### config.mk
export PLATFORM = sky130hd
export DESIGN_NAME = captura_operandos
export DESIGN_NICKNAME = d
export VERILOG_FILES = /design/src/rtl/teclado_pkg.sv /design/src/rtl/decodificador_tecla.sv /design/src/rtl/captura_operandos.sv
export SDC_FILE = /design/constraint.sdc
export NUM_CORES = 1
export LEC_CHECK = 0
export BUFFER_PORTS_ARGS = -buffer_cell sky130_fd_sc_hd__buf_2
export CAP_MARGIN = 15
export CORE_ASPECT_RATIO = 2
export CORE_UTILIZATION = 40
export CTS_BUF_LIST = sky130_fd_sc_hd__clkbuf_8 sky130_fd_sc_hd__clkbuf_16
export CTS_CLUSTER_SIZE = 20
export DETAILED_ROUTE_END_ITERATION = 8
export HOLD_SLACK_MARGIN = 0.08
export PLACE_DENSITY = 0.72
export SLEW_MARGIN = 10
export SYNTH_ARGS = -nofsm -noshare
export SYNTH_HDL_FRONTEND = slang
export SYNTH_HIERARCHICAL = 1
export SYNTH_SLANG_ARGS = --single-unit
### constraint.sdc
create_clock -name clk -period 3 [get_ports clk]
set_input_delay 0.45 -clock clk [delete_from_list [all_inputs] [get_ports clk]]
set_output_delay 0.45 -clock clk [all_outputs]
set_load 0.02 [all_outputs]
### src/rtl/teclado_pkg.sv
// Shared key and controller types for the keypad operand-capture path.
// Latency: none (types and constants only).
// Backpressure: not applicable.
package teclado_pkg;

  // Decoded meaning of one keypad press.
  typedef enum logic [1:0] {
    DIGIT   = 2'd0,
    CLR     = 2'd1,
    ENT     = 2'd2,
    INVALID = 2'd3
  } key_kind_t;

  // Operand-capture sequencing states.
  typedef enum logic [1:0] {
    ENTRY_A = 2'd0,
    ENTRY_B = 2'd1,
    PRESENT = 2'd2
  } ctrl_state_t;

  // Columns c0..c2 carry keys; the fourth column is not populated.
  localparam int KEY_COLS_USED = 3;
  // Row r3 holds the command keys (* 0 #); rows above it are plain digits.
  localparam int KEY_ROW_CMD   = 3;

endpackage

### src/rtl/decodificador_tecla.sv
// Maps a one-hot (col,row) keypad position to a key kind and digit value.
// Latency: purely combinational.
// Backpressure: none; the caller decides when the decoded key is consumed.
module decodificador_tecla
  import teclado_pkg::*;
#(
  parameter int WIDTH = 4
) (
  input  logic [WIDTH-1:0] key_col,
  input  logic [WIDTH-1:0] key_row,
  output key_kind_t        kind,
  output logic [3:0]       digit
);

  localparam int IDX_W = (WIDTH > 1) ? $clog2(WIDTH) : 1;

  logic [IDX_W-1:0] w_col_idx;
  logic [IDX_W-1:0] w_row_idx;
  logic             w_col_ok;
  logic             w_row_ok;

  // Index of the set bit, counted from the MSB (MSB is c0 / r0).
  always_comb begin
    w_col_idx = '0;
    w_row_idx = '0;
    for (int i = 0; i < WIDTH; i++) begin
      if (key_col[WIDTH-1-i]) w_col_idx = IDX_W'(i);
      if (key_row[WIDTH-1-i]) w_row_idx = IDX_W'(i);
    end
  end

  // A position is only meaningful when both vectors are one-hot and inside the populated grid.
  assign w_col_ok = $onehot(key_col) && (int'(w_col_idx) < KEY_COLS_USED);
  assign w_row_ok = $onehot(key_row) && (int'(w_row_idx) <= KEY_ROW_CMD);

  // Rows r0..r2 are digits 1..9 laid out row-major; r3 is CLR, 0, ENT.
  always_comb begin
    kind  = INVALID;
    digit = 4'd0;
    if (w_col_ok && w_row_ok) begin
      if (int'(w_row_idx) < KEY_ROW_CMD) begin
        kind  = DIGIT;
        digit = 4'(w_row_idx) * 4'd3 + 4'(w_col_idx) + 4'd1;
      end else begin
        case (int'(w_col_idx))
          0:       kind = CLR;
          1:       kind = DIGIT;
          default: kind = ENT;
        endcase
      end
    end
  end

endmodule

### src/rtl/captura_operandos.sv
// Captures two decimal operands from keypad events and hands the pair downstream.
// Latency: key effects and key_ack one cycle after consumption; ops_valid one cycle after ENT of B.
// Backpressure: no key is consumed while the pair waits for ops_ready. Optional KEYPAD_TIMEOUT_EN.
module captura_operandos
  import teclado_pkg::*;
#(
  parameter int WIDTH          = 4,
  parameter int MAX_DIGITS     = 3,
  parameter int OP_WIDTH       = 10,
  parameter int TIMEOUT_CYCLES = 50_000_000
) (
  input  logic                clk,
  input  logic                rst_n,
  input  logic                key_valid,
  input  logic [WIDTH-1:0]    key_col,
  input  logic [WIDTH-1:0]    key_row,
  output logic                key_ack,
  output logic [OP_WIDTH-1:0] op_a,
  output logic [OP_WIDTH-1:0] op_b,
  output logic                ops_valid,
  input  logic                ops_ready,
  output logic [OP_WIDTH-1:0] entry_value,
  output logic                entry_sel,
  output logic                key_error,
  output logic                timeout
);

  localparam int CNT_W = $clog2(MAX_DIGITS + 1);

  // Refuse to elaborate a configuration whose operand cannot hold the largest entry.
  if (TIMEOUT_CYCLES < 1 || OP_WIDTH < $clog2(10**MAX_DIGITS)) begin : g_cfg_check
    $error("captura_operandos: operand width or timeout parameter out of range");
  end

  ctrl_state_t         r_state;
  ctrl_state_t         w_nxt_state;
  logic [CNT_W-1:0]    r_count;
  logic [CNT_W-1:0]    w_nxt_count;
  logic [CNT_W-1:0]    r_digits_a;
  logic [CNT_W-1:0]    w_nxt_digits_a;
  logic [OP_WIDTH-1:0] r_entry;
  logic [OP_WIDTH-1:0] w_nxt_entry;
  logic [OP_WIDTH-1:0] r_op_a;
  logic [OP_WIDTH-1:0] w_nxt_op_a;
  logic [OP_WIDTH-1:0] r_op_b;
  logic [OP_WIDTH-1:0] w_nxt_op_b;
  logic                r_ops_valid;
  logic                w_nxt_ops_valid;
  logic                r_key_ack;
  logic                w_nxt_key_ack;
  logic                r_key_error;
  logic                w_nxt_key_error;
  logic                r_timeout;
  logic                w_nxt_timeout;

  key_kind_t           w_kind;
  logic [3:0]          w_digit;
  logic                w_consume;
  logic                w_handshake;
  logic                w_tmo_fire;

  decodificador_tecla #(
    .WIDTH (WIDTH)
  ) u_decodificador_tecla (
    .key_col (key_col),
    .key_row (key_row),
    .kind    (w_kind),
    .digit   (w_digit)
  );

  // The ack register blocks re-consuming the same key while the reader is still dropping key_valid.
  assign w_consume   = key_valid && !r_key_ack && (r_state != PRESENT);
  assign w_handshake = (r_state == PRESENT) && r_ops_valid && ops_ready;

`ifdef KEYPAD_TIMEOUT_EN
  localparam int TMO_W = $clog2(TIMEOUT_CYCLES + 1);

  logic [TMO_W-1:0] r_idle;
  logic             w_idle_run;

  // Inactivity only matters once something has been typed; an empty A entry never times out.
  assign w_idle_run = (r_state == ENTRY_B) || ((r_state == ENTRY_A) && (r_count != '0));
  assign w_tmo_fire = w_idle_run && !w_consume && (r_idle == TMO_W'(TIMEOUT_CYCLES - 1));

  // Inactivity counter: cleared by any consumed key, by leaving the active states, and on firing.
  always_ff @(posedge clk or negedge rst_n) begin
    if (!rst_n) begin
      r_idle <= '0;
    end else if (w_consume || !w_idle_run || w_tmo_fire) begin
      r_idle <= '0;
    end else begin
      r_idle <= r_idle + TMO_W'(1);
    end
  end
`else
  assign w_tmo_fire = 1'b0;
`endif

  // Next-state and datapath decisions; a consumed key takes priority over the timeout.
  always_comb begin
    w_nxt_state     = r_state;
    w_nxt_count     = r_count;
    w_nxt_digits_a  = r_digits_a;
    w_nxt_entry     = r_entry;
    w_nxt_op_a      = r_op_a;
    w_nxt_op_b      = r_op_b;
    w_nxt_ops_valid = r_ops_valid;
    w_nxt_key_ack   = 1'b0;
    w_nxt_key_error = 1'b0;
    w_nxt_timeout   = 1'b0;

    if (w_consume) begin
      w_nxt_key_ack = 1'b1;
      case (w_kind)
        DIGIT: begin
          if (r_count < CNT_W'(MAX_DIGITS)) begin
            w_nxt_entry = r_entry * OP_WIDTH'(10) + OP_WIDTH'(w_digit);
            w_nxt_count = r_count + CNT_W'(1);
          end else begin
            w_nxt_key_error = 1'b1;
          end
        end
        CLR: begin
          if (r_count != '0) begin
            w_nxt_entry = '0;
            w_nxt_count = '0;
          end else if (r_state == ENTRY_B) begin
            // Backing out of an empty B reopens A for editing with its digits intact.
            w_nxt_state = ENTRY_A;
            w_nxt_entry = r_op_a;
            w_nxt_count = r_digits_a;
          end
        end
        ENT: begin
          if (r_count == '0) begin
            w_nxt_key_error = 1'b1;
          end else if (r_state == ENTRY_A) begin
            w_nxt_op_a     = r_entry;
            w_nxt_digits_a = r_count;
            w_nxt_state    = ENTRY_B;
            w_nxt_entry    = '0;
            w_nxt_count    = '0;
          end else begin
            w_nxt_op_b      = r_entry;
            w_nxt_state     = PRESENT;
            w_nxt_ops_valid = 1'b1;
          end
        end
        default: begin
          w_nxt_key_error = 1'b1;
        end
      endcase
    end else if (w_handshake) begin
      w_nxt_ops_valid = 1'b0;
      w_nxt_state     = ENTRY_A;
      w_nxt_entry     = '0;
      w_nxt_count     = '0;
    end else if (w_tmo_fire) begin
      w_nxt_state    = ENTRY_A;
      w_nxt_entry    = '0;
      w_nxt_count    = '0;
      w_nxt_op_a     = '0;
      w_nxt_digits_a = '0;
      w_nxt_timeout  = 1'b1;
    end
  end

  // Controller state register.
  always_ff @(posedge clk or negedge rst_n) begin
    if (!rst_n) begin
      r_state <= ENTRY_A;
    end else begin
      r_state <= w_nxt_state;
    end
  end

  // Operand accumulator, captured operands and single-cycle status pulses.
  always_ff @(posedge clk or negedge rst_n) begin
    if (!rst_n) begin
      r_count     <= '0;
      r_digits_a  <= '0;
      r_entry     <= '0;
      r_op_a      <= '0;
      r_op_b      <= '0;
      r_ops_valid <= 1'b0;
      r_key_ack   <= 1'b0;
      r_key_error <= 1'b0;
      r_timeout   <= 1'b0;
    end else begin
      r_count     <= w_nxt_count;
      r_digits_a  <= w_nxt_digits_a;
      r_entry     <= w_nxt_entry;
      r_op_a      <= w_nxt_op_a;
      r_op_b      <= w_nxt_op_b;
      r_ops_valid <= w_nxt_ops_valid;
      r_key_ack   <= w_nxt_key_ack;
      r_key_error <= w_nxt_key_error;
      r_timeout   <= w_nxt_timeout;
    end
  end

  assign key_ack     = r_key_ack;
  assign op_a        = r_op_a;
  assign op_b        = r_op_b;
  assign ops_valid   = r_ops_valid;
  assign entry_value = r_entry;
  assign entry_sel   = (r_state == ENTRY_B);
  assign key_error   = r_key_error;
  assign timeout     = r_timeout;

endmodule

==> metrics, run 1 <==
worst skew pair latency 290 ps; final core occ 61.58%; Hold Crit Class in2async; Reg-to-Reg Start entry_value[3]; Clock Skew 5.271 ps; final setup fails 37; multi-input logic area 1969 um^2; Max Clock Freq 0.2734 GHz; sequential standard cell area 975.9 um^2; Worst EP arrival 3850 ps; fin crit period 3658 ps; mapped cell area 2726 um^2; max incr delay on CP 540 ps; Final ANT Viol Nets 0; largest cells by area after synthesis dfrtp_1, ha_1, mux2_2; Yosys top cell area share 35.80%; reg2reg end entry_value[8]; synthesized area per cell 10.33 um^2; CTS tree built; Worst-path clk slew 60 ps; Die W 60.38 um; Leak 2.044 nW; clk sinks 39; CTS root buf clkbuf_16; YS warnings 6; Yosys reg bits 39; buffers added on ports 45; core area 6621 um^2; fraction of layout cells with a size suffix above 1 53.35%; Reg2Reg Setup Slack 190 ps; Slew headroom 41.12%; Setup TNS -16610 ps; Yosys cell types 52; row count 42; Inserted Clock Buffers 5; Main synth FF type dfrtp_1; grt ovf 0; Worst-Margin Slew 883.3 ps; Worst setup endpoint entry_value[9]; critical path class in2reg; H-tree Lvls 2; drt first pass iters 4; Setup WS post-layout -657.7 ps; most common cell in the netlist dfrtp_1; CP max FO 4; crit-path cells buf_8 > clkinvlp_4 > ha_2 > fa_1 > inv_1 > fa_2 > nor4b_4 > ha_2 > inv_2 > fa_2 > and2b_2 > o2111ai_4 > o311ai_2 > nand4_1 > o41ai_2; final net count 405; CP Capture Type flip-flop; Synth area leader dfrtp_1; Seq/Total Area, Yosys 35.80%; Initial Utilization 41.18%; VDD IR-drop max 0.2703 mV; antenna violations before repair 0; synthesized instance count 264; fin. max-slew vios 0; asr flop ratio synth 100.0%; final non-filler cell total 446; DRC 0; number of max-cap violations 0; die height 118.8 um; First DRT Iteration DRCs 76; placer congestion estimate 0.8359; largest net degree at the start of global routing 40; Hold WS 273.2 ps; die area 7170 um^2; via-per-instance ratio 5.491; status finished with violations; DP HPWL 5251 um; Worst EP required 3190 ps; routed vias 2449; worst reg2reg path depth 10; cell total after placement 426; pwr dens 387.9 nW/um^2; Post-Syn Nets 312; EDFF count, synth 0; RSZ-0062 raised after global routing true; hold_buf cts 0; Setup crit start kind input port; I/O pin total 47; first-pass GRT wire length 12180 um; failing checks setup timing; diode count 0; Post-synth top cells dfrtp_1, ha_1, inv_1, mux2_2, nand2_1; number of global-route vias before repair 2668; Clock Tree Buf Depth 2; Filler cells 533; Fin. Hold Viols 0; drt wl/cell 17.68 um; origin of the worst setup path key_col[0]; Tot GR Track Use 23.24%; Final Cycle Share 121.9%; Area Overhead vs Synth 49.56%; Routed WL 7885 um; slowest stage cell, crit path fa_2
-- metal layers --
metal / vias to the layer above / global-route usage, % / routed length, um
li1: 1116 / - / -
met1: 1217 / 20.17 / 2402
met2: 75 / 42.24 / 4645
met3: 41 / 3.939 / 289
met4: 0 / 19.04 / 547
met5: - / 0 / 0
-- worst min-delay path by stage --
stage	start	to	slack [ps]	depth (start not counted)
after global placement	ops_valid	ops_valid	480	1
after floorplan	rst_n	entry_value[0]	150	0
after global routing	rst_n	op_a[8]	370	1
after detailed placement	op_b[2]	op_b[2]	490	1
final	rst_n	op_a[8]	270	1
after CTS	rst_n	op_a[8]	310	1
-- worst max-delay path: cells and delay by family --
family                   cells  cell delay [ps]
AND/OR/NAND/NOR              3              610
adder cells (fa/ha/maj)      5             1870
buffers and inverters        4              290
AO/OA/AOI/OAI                3              640
-- metrics by stage --
stage                     setup slack (ps)  power (mW)  instance area [um^2]
after floorplan                     -750.4      0.7556                  2898
after global placement              -924.2      0.8399                  3431
after detailed placement             -1076      0.8482                  3431
after CTS                           -648.9       1.546                  3933
after global routing                -769.8       1.646                  4078
final                               -657.7       1.582                  4078
-- cell type report --
type,instances,area share [%]
Multi-Input combinational cell,189,48.30
Sequential cell,39,23.93
Timing Repair Buffer,97,18.32
Clock buffer,6,3.406
Tap cell,88,2.700
Inverter,25,2.393
Clock inverter,2,0.9512
-- cell families (layout without fill, tap and decap cells) --
logic type	Yosys count	in the layout	share of synthesized area, %
simple gates	69	69	13.45
compound gates	53	53	14.41
flops	39	39	35.80
fa+ha+maj	36	36	18.17
buf+inv	36	130	6.379
mux	19	19	7.848
xor+xnor	11	11	3.809
other cells	1	1	0.1375
-- layout by cell type (no fill, tap or decap), drive strengths merged, types with 7 or more instances in the layout --
cell   netlist  final
inv         25     25
xnor2        7      7
nor2b        8      8
dfrtp       39     39
nand2       18     18
buf          5     97
nor2        11     11
mux2        19     19
nand3       10     10
o21ai       14     14
ha          30     30
-- report_power, final --
| group | switching (mW) | internal (mW) |
|---|---|---|
| sequential | 0.0186 | 0.545 |
| clock | 0.227 | 0.418 |
| combinational | 0.206 | 0.167 |
-- sequential cells by signal (all words and copies together), names as in the netlist --
signal and flops:
op_b 10, key_error 1, key_ack 1, op_a 10
r_count 2, ops_valid 1, r_digits_a 2, r_state 2
entry_value 10
-- repair_timing --
item | in CTS | in global routing
endpoints found under the setup margin | 37 | 38
cloned | 2 | 0
hold endpoints to repair | 0 | 0
buffers inserted | 21 | 1
pin swaps | 20 | 19
gates resized for setup | 52 | 29
(Power assumes the default switching activity.)
==> run 2: changes to the inputs <==
Settings changed: CTS_CLUSTER_SIZE 20 to not set, RECOVER_POWER set to 25.
==> run 2 against run 1 <==
Against the previous run: the run ends with capacitance limit, slew limit, setup timing left; sequential power about the same; setup slack unchanged; clock power about the same; clock skew unchanged; critical path type unchanged; critical endpoint unchanged; non-clock buffer count unchanged; via count unchanged; power about the same; global-route usage unchanged; wire length about the same; register-to-register slack about the same.
==> metrics, run 2 (synthesis results as in run 1) <==
Filler cells 534 (was 533); worst skew pair latency 290 ps (about the same); Reg-to-Reg Start entry_value[3] (unchanged); First DRT Iteration DRCs 76 (unchanged); Inserted Clock Buffers 5 (unchanged); Clock Skew 5.271 ps (unchanged); status finished with violations (unchanged); Hold Crit Class reg2reg (was in2async); Leak 2.041 nW (was 2.044 nW); Top Usage Layer GRT met2 (unchanged); crit-path cells buf_8 > clkinvlp_4 > ha_2 > fa_1 > inv_1 > fa_2 > nor4b_4 > ha_2 > inv_2 > fa_2 > and2b_2 > o2111ai_4 > o311ai_2 > nand4_1 > o41ai_2 (unchanged); Die W 60.38 um (unchanged); GR Util met3 3.939% (unchanged); hold_buf cts 0 (unchanged); Slew headroom -41.34% (was 41.12%); clk sinks 39 (unchanged); failing checks capacitance limit, slew limit, setup timing (was setup timing); Worst EP required 3190 ps (about the same); commonest non-fill, non-tap cell in the layout buf_2 (unchanged); M2 GR Usage 42.24% (unchanged); met1 GRT Util 20.17% (unchanged); Setup WS post-layout -657.7 ps (unchanged); Setup crit start kind input port (unchanged); final non-filler cell total 446 (unchanged); Initial Utilization 41.18% (unchanged); final core occ 61.56% (was 61.58%); diode count 0 (unchanged); fraction of layout cells with a size suffix above 1 53.07% (was 53.35%); die height 118.8 um (unchanged); most frequent cells in the layout buf_2, dfrtp_1, buf_4, ha_1, inv_1 (unchanged); sequential standard cell area 975.9 um^2 (unchanged); slowest stage cell, crit path fa_2 (unchanged); Final Cycle Share 121.9% (unchanged); Clock Tree Buf Depth 2 (unchanged); routed vias 2449 (unchanged); worst reg2reg path depth 10 (unchanged); number of stages on the worst hold path 1; number of global-route vias before repair 2668 (unchanged); Area Overhead vs Synth 49.52% (was 49.56%); grt ovf 0 (unchanged); DP HPWL 5251 um (unchanged); RSZ-0062 raised after global routing true (unchanged); row count 42 (unchanged); VDD IR-drop max 0.2703 mV (about the same); CTS root buf clkbuf_16 (unchanged); CTS tree built (unchanged); hold path start ops_valid; final setup fails 37 (unchanged); fin crit period 3658 ps (unchanged); CP Capture Type flip-flop (unchanged); die area 7170 um^2 (unchanged); drt wl/cell 17.68 um (about the same); Final ANT Viol Nets 0 (unchanged); Fin. Hold Viols 0 (unchanged); Setup TNS -16610 ps (unchanged); fin. max-slew vios 40 (was 0); placer congestion estimate 0.8359 (unchanged); reg2reg end entry_value[8] (unchanged); buffers added on ports 45 (unchanged); Tot GR Track Use 23.24% (unchanged); CP max FO 4 (unchanged); cell total after placement 426 (unchanged); max incr delay on CP 540 ps (about the same); H-tree Lvls 2 (unchanged); Hold WS 502.0 ps (was 273.2 ps); Reg2Reg Setup Slack 190 ps (about the same); number of max-cap violations 1 (was 0); Worst-path clk slew 60 ps (about the same); drt first pass iters 4 (unchanged); multi-input logic area 1969 um^2 (unchanged); largest net degree at the start of global routing 40 (unchanged); via-per-instance ratio 5.491 (unchanged); Max Clock Freq 0.2734 GHz (unchanged); I/O pin total 47 (unchanged); final net count 405 (unchanged); antenna violations before repair 0 (unchanged); first-pass GRT wire length 12180 um (unchanged); Worst-Margin Slew 2120 ps (was 883.3 ps); critical path class in2reg (unchanged); core area 6621 um^2 (unchanged); DRC 0 (unchanged); Worst EP arrival 3850 ps (about the same); pwr dens 388.0 nW/um^2 (was 387.9 nW/um^2); Hold Path Sink ops_valid; Routed WL 7884 um (was 7885 um)
## run 2: what timing repair did
action,CTS,global route
resized for setup,52,29
buffers inserted,21,1
endpoints found under the hold margin,0,0
endpoints found under the setup margin,37,38
gates cloned,2,0
pin swaps,20,19
## run 2: worst max-delay path by stage
stage / to / start / slack (ps)
after floorplan: entry_value[9] / key_col[0] / -750
after global placement: entry_value[9] / key_col[0] / -920
after detailed placement: entry_value[9] / key_col[0] / -1080
after CTS: entry_value[9] / key_col[0] / -650
after global routing: entry_value[9] / key_col[0] / -770
final: entry_value[9] / key_col[0] / -660
## run 2: metrics by stage
step	instance area [um^2]	power, mW	worst slack (ps)
floorplan	2898	0.7556	-750.4
global placement	3431	0.8399	-924.2
detailed placement	3431	0.8482	-1076
CTS	3933	1.546	-648.9
global route	4076	1.645	-769.8
finish	4076	1.582	-657.7
## run 2: metal layers
layer / part of all wire, % / routed length [um]
met1: 30 / 2401
met2: 59 / 4645
met3: 3.7 / 289
met5: 0 / 0
met4: 6.9 / 547
## run 2: layout make-up
class,instances,area share [%]
Clock buffer,6,3.407
Clock inverter,2,0.9515
Inverter,25,2.394
Multi-Input combinational cell,189,48.31
Sequential cell,39,23.94
Tap cell,88,2.701
Timing Repair Buffer,97,18.29
## run 2: power by group
| group | switching [mW] | internal, mW |
|---|---|---|
| registers | 0.0186 | 0.545 |
| clock network | 0.227 | 0.418 |
| logic | 0.206 | 0.167 |
| total | 0.451 | 1.13 |
## run 2: worst max-delay path, delay by kind of cell
kind,cells,cell delay (ps)
simple gates,3,610
compound gates,3,640
buf+inv,4,290
fa+ha+maj,5,1870
